### config.mk
export PLATFORM = sky130hd
export DESIGN_NAME = cp0_exc
export DESIGN_NICKNAME = d
export VERILOG_FILES = /design/src/rtl/cp0_exc.sv
export SDC_FILE = /design/constraint.sdc
export NUM_CORES = 1
export LEC_CHECK = 0
export CAP_MARGIN = 15
export CORE_AREA = 2 2 96 98
export CTS_BUF_LIST = sky130_fd_sc_hd__clkbuf_4 sky130_fd_sc_hd__clkbuf_8 sky130_fd_sc_hd__clkbuf_16
export CTS_CLUSTER_SIZE = 28
export DETAILED_ROUTE_END_ITERATION = 6
export DIE_AREA = 0 0 98 100
export PLACE_DENSITY = 0.78
export SKIP_CTS_REPAIR_TIMING = 1
export SYNTH_ARGS = -nofsm -noshare
export SYNTH_HDL_FRONTEND = slang
export SYNTH_SLANG_ARGS = --single-unit
### constraint.sdc
create_clock -name Clk -period 2.6 [get_ports Clk]
set_input_delay 0.39 -clock Clk [delete_from_list [all_inputs] [get_ports Clk]]
set_output_delay 0.39 -clock Clk [all_outputs]
set_load 0.01 [all_outputs]
### src/rtl/cp0_exc.sv
`default_nettype none
// ============================================================================
//  Module   : cp0_exc
//  Brief    : MIPS-style CP0 exception/interrupt unit. Holds SR, Cause and
//             EPC, raises a flush/redirect request on a committed exception
//             or enabled interrupt, and serves mfc0/mtc0/eret traffic.
//  Revision : 1.0  initial release
// ============================================================================
module cp0_exc (
  input  logic        Clk,
  input  logic        Reset,
  input  logic        en,
  input  logic [4:0]  cp0_addr,
  input  logic [31:0] cp0_din,
  input  logic [31:0] vpc,
  input  logic        bd_in,
  input  logic [4:0]  exc_code_in,
  input  logic [5:0]  hw_int,
  input  logic        eret,
  output logic [31:0] cp0_dout,
  output logic [31:0] epc_out,
  output logic        req
);

  localparam logic [4:0] c_ADDR_SR    = 5'd12;
  localparam logic [4:0] c_ADDR_CAUSE = 5'd13;
  localparam logic [4:0] c_ADDR_EPC   = 5'd14;

  // SR fields
  logic [5:0]  sr_im_q,  sr_im_d;
  logic        sr_exl_q, sr_exl_d;
  logic        sr_ie_q,  sr_ie_d;
  // Cause fields
  logic        cause_bd_q,  cause_bd_d;
  logic [5:0]  cause_ip_q;
  logic [4:0]  cause_exc_q, cause_exc_d;
  // EPC
  logic [31:0] epc_q, epc_d;

  logic        int_req;
  logic        exc_req;
  logic [31:0] sr_val;
  logic [31:0] cause_val;

  // Request generation; everything is masked while EXL is set, and while
  // Reset is held so no stray request escapes during reset.
  always_comb begin
    int_req = (|(hw_int & sr_im_q)) & sr_ie_q & ~sr_exl_q & ~Reset;
    exc_req = (exc_code_in != 5'd0) & ~sr_exl_q & ~Reset;
    req     = int_req | exc_req;
  end

  // Architectural views of SR and Cause with unimplemented bits tied to 0.
  always_comb begin
    sr_val           = 32'd0;
    sr_val[15:10]    = sr_im_q;
    sr_val[1]        = sr_exl_q;
    sr_val[0]        = sr_ie_q;
    cause_val        = 32'd0;
    cause_val[31]    = cause_bd_q;
    cause_val[15:10] = cause_ip_q;
    cause_val[6:2]   = cause_exc_q;
  end

  // mfc0 read mux.
  always_comb begin
    cp0_dout = 32'd0;
    case (cp0_addr)
      c_ADDR_SR:    cp0_dout = sr_val;
      c_ADDR_CAUSE: cp0_dout = cause_val;
      c_ADDR_EPC:   cp0_dout = epc_q;
      default:      cp0_dout = 32'd0;
    endcase
  end

  // eret target, forwarding an mtc0 to EPC issued in the same cycle.
  always_comb begin
    if (en && (cp0_addr == c_ADDR_EPC) && !Reset) begin
      epc_out = cp0_din;
    end else begin
      epc_out = epc_q;
    end
  end

  // Next-state: exception entry beats mtc0 and eret; eret beats an mtc0
  // to SR in the same cycle so the return always leaves EXL clear.
  always_comb begin
    sr_im_d     = sr_im_q;
    sr_exl_d    = sr_exl_q;
    sr_ie_d     = sr_ie_q;
    cause_bd_d  = cause_bd_q;
    cause_exc_d = cause_exc_q;
    epc_d       = epc_q;
    if (req) begin
      sr_exl_d    = 1'b1;
      cause_bd_d  = bd_in;
      cause_exc_d = int_req ? 5'd0 : exc_code_in;
      epc_d       = bd_in ? (vpc - 32'd4) : vpc;
    end else begin
      if (en) begin
        if (cp0_addr == c_ADDR_SR) begin
          sr_im_d  = cp0_din[15:10];
          sr_exl_d = cp0_din[1];
          sr_ie_d  = cp0_din[0];
        end else if (cp0_addr == c_ADDR_EPC) begin
          epc_d = cp0_din;
        end
      end
      if (eret) begin
        sr_exl_d = 1'b0;
      end
    end
  end

  // State registers; Cause.IP samples the interrupt lines on every edge.
  always_ff @(posedge Clk or posedge Reset) begin
    if (Reset) begin
      sr_im_q     <= 6'd0;
      sr_exl_q    <= 1'b0;
      sr_ie_q     <= 1'b0;
      cause_bd_q  <= 1'b0;
      cause_ip_q  <= 6'd0;
      cause_exc_q <= 5'd0;
      epc_q       <= 32'd0;
    end else begin
      sr_im_q     <= sr_im_d;
      sr_exl_q    <= sr_exl_d;
      sr_ie_q     <= sr_ie_d;
      cause_bd_q  <= cause_bd_d;
      cause_ip_q  <= hw_int;
      cause_exc_q <= cause_exc_d;
      epc_q       <= epc_d;
    end
  end

endmodule
`default_nettype wire
After elaboration in Yosys (flattened, before gate mapping)
Index checks and enable logic that the tools add are counted.

operators by class
  bitwise gates (word level) = 10
  reductions and logical operators = 12
  multiplexer cells = 12
  eq/ne operators = 4
  add/sub/neg operators = 1

operators by type and width
  operator               count
  $mux 32                6
  $pmux 32 s3            1
  $sub 32x3->32 const B  1
  $eq 5x4->1 const B     3
  $and 6x6->6            1
  $reduce_and 3->1       2
  $reduce_bool 3->1      2
  $reduce_or 6->1        1
  $and 1x1->1            5
  $mux 5                 1
  $reduce_bool 5->1      1
  $mux 1                 4
  $reduce_bool 2->1      2
  $not 1->1              3
  $logic_and 1x1->1      2
  $ne 2x2->1 const B     1
  $reduce_and 2->1       1
  $logic_not 1->1        1
  $or 1x1->1             1

word-level totals
  word-level logic and storage cells = 46
  output and inout bits = 65
  register bits = 52

Longest topological paths before layout
Gate-level depths: netlist of the first run.

  word-level depth = 8
  depth in mapped cells = 8
  depth with buffers taken out = 6

Worst setup path before layout of the first run
Ideal clock, no wire load.

  path type = input-to-output
  start = input port cp0_addr[0]
  end = output port epc_out[10]
  path slack = 0.247 ns
  path buffers = 3
  required time = 2.210 ns
  stages on the path = 7
  arrival time = 1.963 ns
  cell sequence = clkbuf_1 -> nor2b_1 -> clkbuf_1 -> nand3_2 -> nor2_1 -> buf_2 -> mux2_2

between the ends
  cells in the longest elaborated chain, start to end = 4

RTL lines
  element                          RTL line  text
  start, declared                  13        input logic [4:0] cp0_addr,
  $eq 5x4->1                       78        if (en && (cp0_addr == c_ADDR_EPC) && !Reset) begin
  $logic_and 1x1->1 (2 in series)  78
  $mux 32                          78
  end, declared                    21        output logic [31:0] epc_out,

No other way between the ends.

Worst setup path after layout of the first run
  start = input port cp0_addr[2]
  end = output port cp0_dout[16]

between the ends
  cells in the longest elaborated chain, start to end = 2
  elaborated cells between the ends (all ways) = 4
  those cells by class = eq/ne: 3; mux: 1

RTL lines
  element          RTL line  text
  $eq 5x4->1       68        case (cp0_addr)
  $pmux 32 s3 (*)  68
  end, declared    20        output logic [31:0] cp0_dout,

Every way passes the cells marked *; elsewhere a longest branch is shown, timed or not.

==> flow_summary_export.csv, run 1 <==
group,metric,value,unit
yosys,postSynth.topFlopCell,"dfrtp_1",
status,run_status,"finished clean",
cts,cts.clk_slew.worst_paths,0.10,ns
yosys,synthesis.area_per_instance,10.0,sq um
place,placed_area,0.00564,sq mm
yosys,synth_edf_count,0,
cells_and_area,finalInstanceArea,0.00588,sq mm
route,drt-total-wl,13.1,mm
sta,max_slew.worst_pin.slew,0.579,ns
critical_path,cp_data_arrival_time,2.15,ns
critical_path,critical_path.cell_chain,"clkdlybuf4s50_1 -> and3b_2 -> buf_4 -> buf_8 -> and3_1 -> clkdlybuf4s50_1",
cells_and_area,fin_nets,632,
die,top_level_ports,150,
yosys,post_synth_most_frequent_cells,"dfrtp_1, mux2_2, mux2i_1",
cts,cts_htree_levels,2,
yosys,synth_top_family_by_area,"multiplexers",
cells_and_area,fin_util,66.1,%
cells_and_area,insertedDiodeCount,0,
die,rows,35,
die,initial_utilization,42.4,%
hold_path,hold_path_startpoint,"cause_bd_q",
critical_path,worst_ep_required_time,2.21,ns
route,route.antenna.remaining_nets,0,
sta,layout_worst_path_cycle_share,97.7,%
die,die_area,0.00980,sq mm
route,remaining_drc_errors,0,
place,port_buffers,149,
yosys,yosys-top-cells-area,"dfrtp_1, mux2_2, mux2i_1, a2111oi_0, and4_1",
cts,num_cts_buffers,5,
critical_path,timing.critical_path.from_type,"primary input",
global_routing,grt_start_max_net_pins,38,
route,drt-vias-per-instance,5.99,
die,height_of_the_chip,100,um
die,area_of_the_placeable_core,0.00889,sq mm
place,gp_congestion,0.861,
pwr,power_per_cell_area,458,mW/mm^2
cells_and_area,synthToLayoutAreaGrowth,55.9,%
yosys,yosysSeqAreaShare,34.5,%
global_routing,groute.usage.overall,25.7,%
route,route.detailed.wl_per_inst,19.9,um
sta,relSlewSlack,60.4,%
critical_path,timing.rr.start,"sr_exl_q",
sta,setup_repair_after_global_routing_missed_its_margin,"false",
global_routing,first_global_vias,3908,
yosys,yosys-mux-area-fraction,21.8,%
sta,setup-violations-final,0,
yosys,synthSimpleGateAreaFrac,20.7,%
global_routing,global_route_wire_length_before_repair,20.2,mm
yosys,most_frequent_cell_after_synthesis,"dfrtp_1",
yosys,synth_adder_area_share,0.332,%
yosys,async_flop_share,100,%
yosys,syn_area,0.00377,sq mm
yosys,ys_seq_elements,52,
sta,timing_hold_violations_final,0,
sta,setup-tns-final,0,ns
global_routing,antenna_violations_before_repair,0,
yosys,synth-compound-area-share,15.2,%
route,first_iter_violations,294,
job,max-cap-violations,0,
critical_path,cp_most_frequent_cell,"clkdlybuf4s50_1",
cells_and_area,filler_cell_count,688,
sta,period_needed,2.54,ns
hold_path,hp-class,"reg2reg",
critical_path,slowest_stage_delay_cp,0.58,ns
cts,clock-root-buffer,"clkbuf_8",
cts,clkLatencyLatePin,0.32,ns
route,total_via_count_after_detailed_routing,3939,
place,dp.final_hpwl,9.96,mm
critical_path,setup.worst_path.class,"in2out",
yosys,yosys.cell_types.count,53,
yosys,synth_top_cell_area_share,34.5,%
yosys,synth_top_area_cell,"dfrtp_1",
critical_path,slowest_cell_on_the_critical_path,"clkdlybuf4s50_1",
yosys,syn_inst,375,
critical_path,maximum_fanout_along_the_worst_path,34,
pwr,total_power,0.00269,W
pwr,power.leakage,2.92,nW
yosys,synth-xor-area-share,3.02,%
cts,max-clock-path-buffers,2,
cts,cts_num_sinks,52,
yosys,synth_warnings,0,
global_routing,global_route.overflow_total,0,
critical_path,end_kind,"output pin",
sta,worst_clock_skew,0.0147,ns
cells_and_area,drive_gt1_share,21.0,%
pwr,ir_worst_vdd,0.282,mV
critical_path,worst_setup_path_startpoint,"cp0_addr[2]",
yosys,syn-num-nets,461,
sta,final-max-slew-violation-count,0,
die,die_width,98,um
route,firstDrtPassIters,5,
sta,timing.fmax,394,MHz
cts,cts_tree,"built",
-- cells by family after synthesis --
| logic type | count (synthesis) |
|---|---|
| DFF | 52 |
| adders and majority gates | 1 |
| muxes | 77 |
| and+or+nand+nor | 115 |
| xor gates and xnor gates | 13 |
| buffers and inverters | 36 |
| AOI/OAI and AO/OA | 81 |
-- area by class of cell --
type	count	area, sq um	share of cell area (%)
multi-input cells	287	2320	39.4
repair buffers	194	2010	34.2
flip-flops and latches	52	1300	22.1
well taps	111	139	2.36
clock buffers	5	68.8	1.17
inverters	6	22.5	0.383
clock inverters	3	21.3	0.362
-- layout by cell type, fill, tap and decap left out, drive strengths merged, types with 2 or more instances in the layout --
cell type and n:
dlymetal6s2s 47, nand2 14, nor4 3, or4 15, o21ai 18, dfrtp 52, and3 18, or2 2
o31ai 11, a31oi 17, or3 10, buf 45, clkdlybuf4s50 102, xor2 11, a21oi 2, o41ai 2
mux2 40, inv 7, nand3b 2, nor2 9, nor4b 2, a22oi 3, nand3 5, nand4 5
nor3 4, and4 16, clkbuf 5, xnor2 2, a2111oi 16, nand4b 3, mux2i 37, a22o 10
-- worst max-delay path, delay by kind of cell --
kind,cells,cell delay (ns)
buffers and inverters,4,1.37
and+or+nand+nor,2,0.38
-- state kept, by name (all words and copies together), names as in the netlist --
name	count
epc_q	32
cause_ip_q	6
sr_exl_q	1
sr_ie_q	1
sr_im_q	6
cause_exc_q	5
cause_bd_q	1
-- worst paths after layout --
check	to	slack, ns	depth (start not counted)
max	cp0_dout[16]	0.06	6
min	cause_bd_q	0.53	1
max reg2reg	sr_im_q[5]	0.40	6
min reg2reg	cause_bd_q	0.53	1
max in group asynchronous	epc_q[28]	1.54	4
min in group asynchronous	sr_exl_q	0.54	3
-- power breakdown --
| part | switching, W | total [W] | internal (W) |
|---|---|---|---|
| Clock | 0.000294 | 0.000486 | 0.000192 |
| Combinational | 0.000456 | 0.00107 | 0.000615 |
| Sequential | 0.000146 | 0.00113 | 0.000986 |
| Total | 0.000897 | 0.00269 | 0.00179 |
-- per-stage QoR --
step | hold WS (ns) | cells | setup slack [ns]
2_1_floorplan | 0.421 | 375 | 0.247
3_3_place_gp | 0.498 | 650 | -0.119
3_5_place_dp | 0.510 | 650 | -0.169
4_1_cts | 0.532 | 658 | -0.179
5_1_grt | 0.536 | 658 | 0.00428
6_report | 0.530 | 658 | 0.0601
-- layer usage --
| metal | GRT usage, % | vias up | share of wire, % |
|---|---|---|---|
| met4 | 10.3 | 0 | 2.8 |
| met3 | 3.27 | 30 | 5.5 |
| met1 | 32.5 | 1897 | 40 |
| met2 | 44.8 | 190 | 52 |
| met5 | 0 | - | 0 |
| li1 | - | 1822 | - |
(Power assumes the default switching activity.)
==> inputs of run 2 (changes only) <==
--- a/config.mk
+++ b/config.mk
@@ -6,12 +6,13 @@
 export NUM_CORES = 1
 export LEC_CHECK = 0
 export CAP_MARGIN = 15
-export CORE_AREA = 2 2 96 98
+export CORE_AREA = 2 2 107 109
 export CTS_BUF_LIST = sky130_fd_sc_hd__clkbuf_4 sky130_fd_sc_hd__clkbuf_8 sky130_fd_sc_hd__clkbuf_16
 export CTS_CLUSTER_SIZE = 28
 export DETAILED_ROUTE_END_ITERATION = 6
-export DIE_AREA = 0 0 98 100
-export PLACE_DENSITY = 0.78
+export DIE_AREA = 0 0 109 111
+export GPL_ROUTABILITY_DRIVEN = 0
+export PLACE_DENSITY = 0.64
 export SKIP_CTS_REPAIR_TIMING = 1
 export SYNTH_ARGS = -nofsm -noshare
 export SYNTH_HDL_FRONTEND = slang
==> flow_summary_export.csv, run 2 (synthesis results as in run 1) <==
group,metric,value,unit
cells_and_area,largest_reg_flops,32,
critical_path,timing.critical_path.to,"cp0_dout[7]",
route,route.antenna.remaining_nets,0,
sta,relSlewSlack,50.8,%
die,die_width,109,um
die,height_of_the_chip,111,um
cts,max-clock-path-buffers,2,
critical_path,reg2regPathDepth,6,
sta,setup-violations-final,0,
critical_path,setup.worst_path.class,"in2out",
critical_path,end_kind,"output pin",
critical_path,worst_setup_path_startpoint,"cp0_addr[4]",
route,drt-total-wl,13.6,mm
cts,cts.clk_slew.worst_paths,0.07,ns
pwr,power.leakage,2.97,nW
global_routing,global_route.overflow_total,0,
sta,layout_worst_path_cycle_share,98.8,%
cells_and_area,filler_cell_count,997,
hold_path,hp-class,"reg2reg",
status,run_status,"finished clean",
route,route.detailed.wl_per_inst,19.6,um
cells_and_area,insertedDiodeCount,0,
cts,clkLatencyLatePin,0.29,ns
sta,timing_hold_violations_final,0,
die,initial_utilization,34.0,%
place,numPlacedInstances,684,
sta,layout_setup_ws,0.0304,ns
cts,cts_num_sinks,52,
sta,worst_clock_skew,0.00536,ns
global_routing,grt_busiest_layer,"met2",
cells_and_area,synthToLayoutAreaGrowth,59.6,%
die,die_area,0.0121,sq mm
die,top_level_ports,150,
critical_path,maximum_fanout_along_the_worst_path,34,
critical_path,reg2reg_to,"sr_ie_q",
cells_and_area,biggestRegsByFlops,"epc_q (32), cause_ip_q (6), sr_im_q (6)",
place,place_worst_setup_slack,-0.176,ns
place,dp.final_hpwl,10.2,mm
global_routing,global_route.usage.met1,30.7,%
global_routing,met3_grt_util,2.88,%
critical_path,timing.rr.start,"sr_exl_q",
cells_and_area,fin_util,54.3,%
sta,setup-tns-final,0,ns
sta,period_needed,2.57,ns
sta,max_slew.worst_pin.slew,0.737,ns
pwr,ir_worst_vdd,0.308,mV
cells_and_area,multi_input_area,0.00232,sq mm
sta,final-max-slew-violation-count,0,
route,first_iter_violations,259,
route,drt-vias-per-instance,5.55,
cts,clock-root-buffer,"clkbuf_16",
cells_and_area,drive_gt1_share,21.5,%
global_routing,groute.usage.overall,22.3,%
global_routing,first_global_vias,3915,
global_routing,use_met2,36.3,%
cells_and_area,layoutNonFillerInstCount,693,
cells_and_area,seq_area,0.00130,sq mm
critical_path,cp_data_arrival_time,2.18,ns
job,max-cap-violations,0,
route,total_via_count_after_detailed_routing,3843,
critical_path,ff2ff_setup_slack,0.42,ns
sta,timing.fmax,389,MHz
cells_and_area,fin_nets,635,
cts,cts_htree_levels,2,
place,port_buffers,149,
global_routing,antenna_violations_before_repair,0,
global_routing,global_route_wire_length_before_repair,21.2,mm
cells_and_area,final_cell_mix,"clkdlybuf4s50_1, dfrtp_1, dlymetal6s2s_1, buf_4, mux2_2",
route,firstDrtPassIters,5,
die,rows,39,
cells_and_area,top_register,"epc_q",
pwr,total_power,0.00295,W
die,area_of_the_placeable_core,0.0111,sq mm
global_routing,grt_start_max_net_pins,35,
critical_path,timing.critical_path.from_type,"primary input",
cts,cts_tree,"built",
critical_path,worst_ep_required_time,2.21,ns
cts,num_cts_buffers,5,
route,remaining_drc_errors,0,
cells_and_area,leading_cell_type_in_the_layout_fill_and_taps_excluded,"clkdlybuf4s50_1",
pwr,power_per_cell_area,490,mW/mm^2
## run 2: critical path, cell delays in order
cell and delay [ns]:
clkdlybuf4s50_1 0.43, and3b_2 0.27, buf_4 0.13, buf_8 0.19, and3_1 0.19, clkdlybuf4s50_1 0.57
## run 2: cell type report
type	count	share of cell area, %
Sequential cell	52	21.6
Tap cell	143	2.97
Multi-Input combinational cell	287	38.6
Timing Repair Buffer	197	33.7
Clock inverter	3	0.707
Clock buffer	5	2.08
Inverter	6	0.374
## run 2: metal layers
layer	share of wire [%]	wire length, um
met1	44	6010
met2	49	6590
met3	4.7	639
met4	2.4	320
met5	0	0
## run 2: power breakdown
group,total (W),internal [W],leakage [nW],switching (W)
Combinational,0.00106,0.000614,2.28,0.000450
Sequential,0.00113,0.000987,0.610,0.000141
Clock,0.000756,0.000453,0.0798,0.000303
## run 2: metrics by stage
stage          instance area, sq um  hold WS, ns
2_1_floorplan                  3770        0.421
3_3_place_gp                   5700        0.498
3_5_place_dp                   5700        0.511
4_1_cts                        5870        0.527
5_1_grt                        6010        0.553
6_report                       6010        0.523
## run 2: worst min path at each step
| stage | startpoint | end | cells past startpoint |
|---|---|---|---|
| after global placement | cause_bd_q | cause_bd_q | 1 |
| after floorplan | hw_int[0] | cause_ip_q[0] | 0 |
| final | cause_bd_q | cause_bd_q | 1 |
| after global routing | cause_exc_q[4] | cause_exc_q[4] | 1 |
| after detailed placement | cause_bd_q | cause_bd_q | 1 |
| after CTS | cause_bd_q | cause_bd_q | 1 |
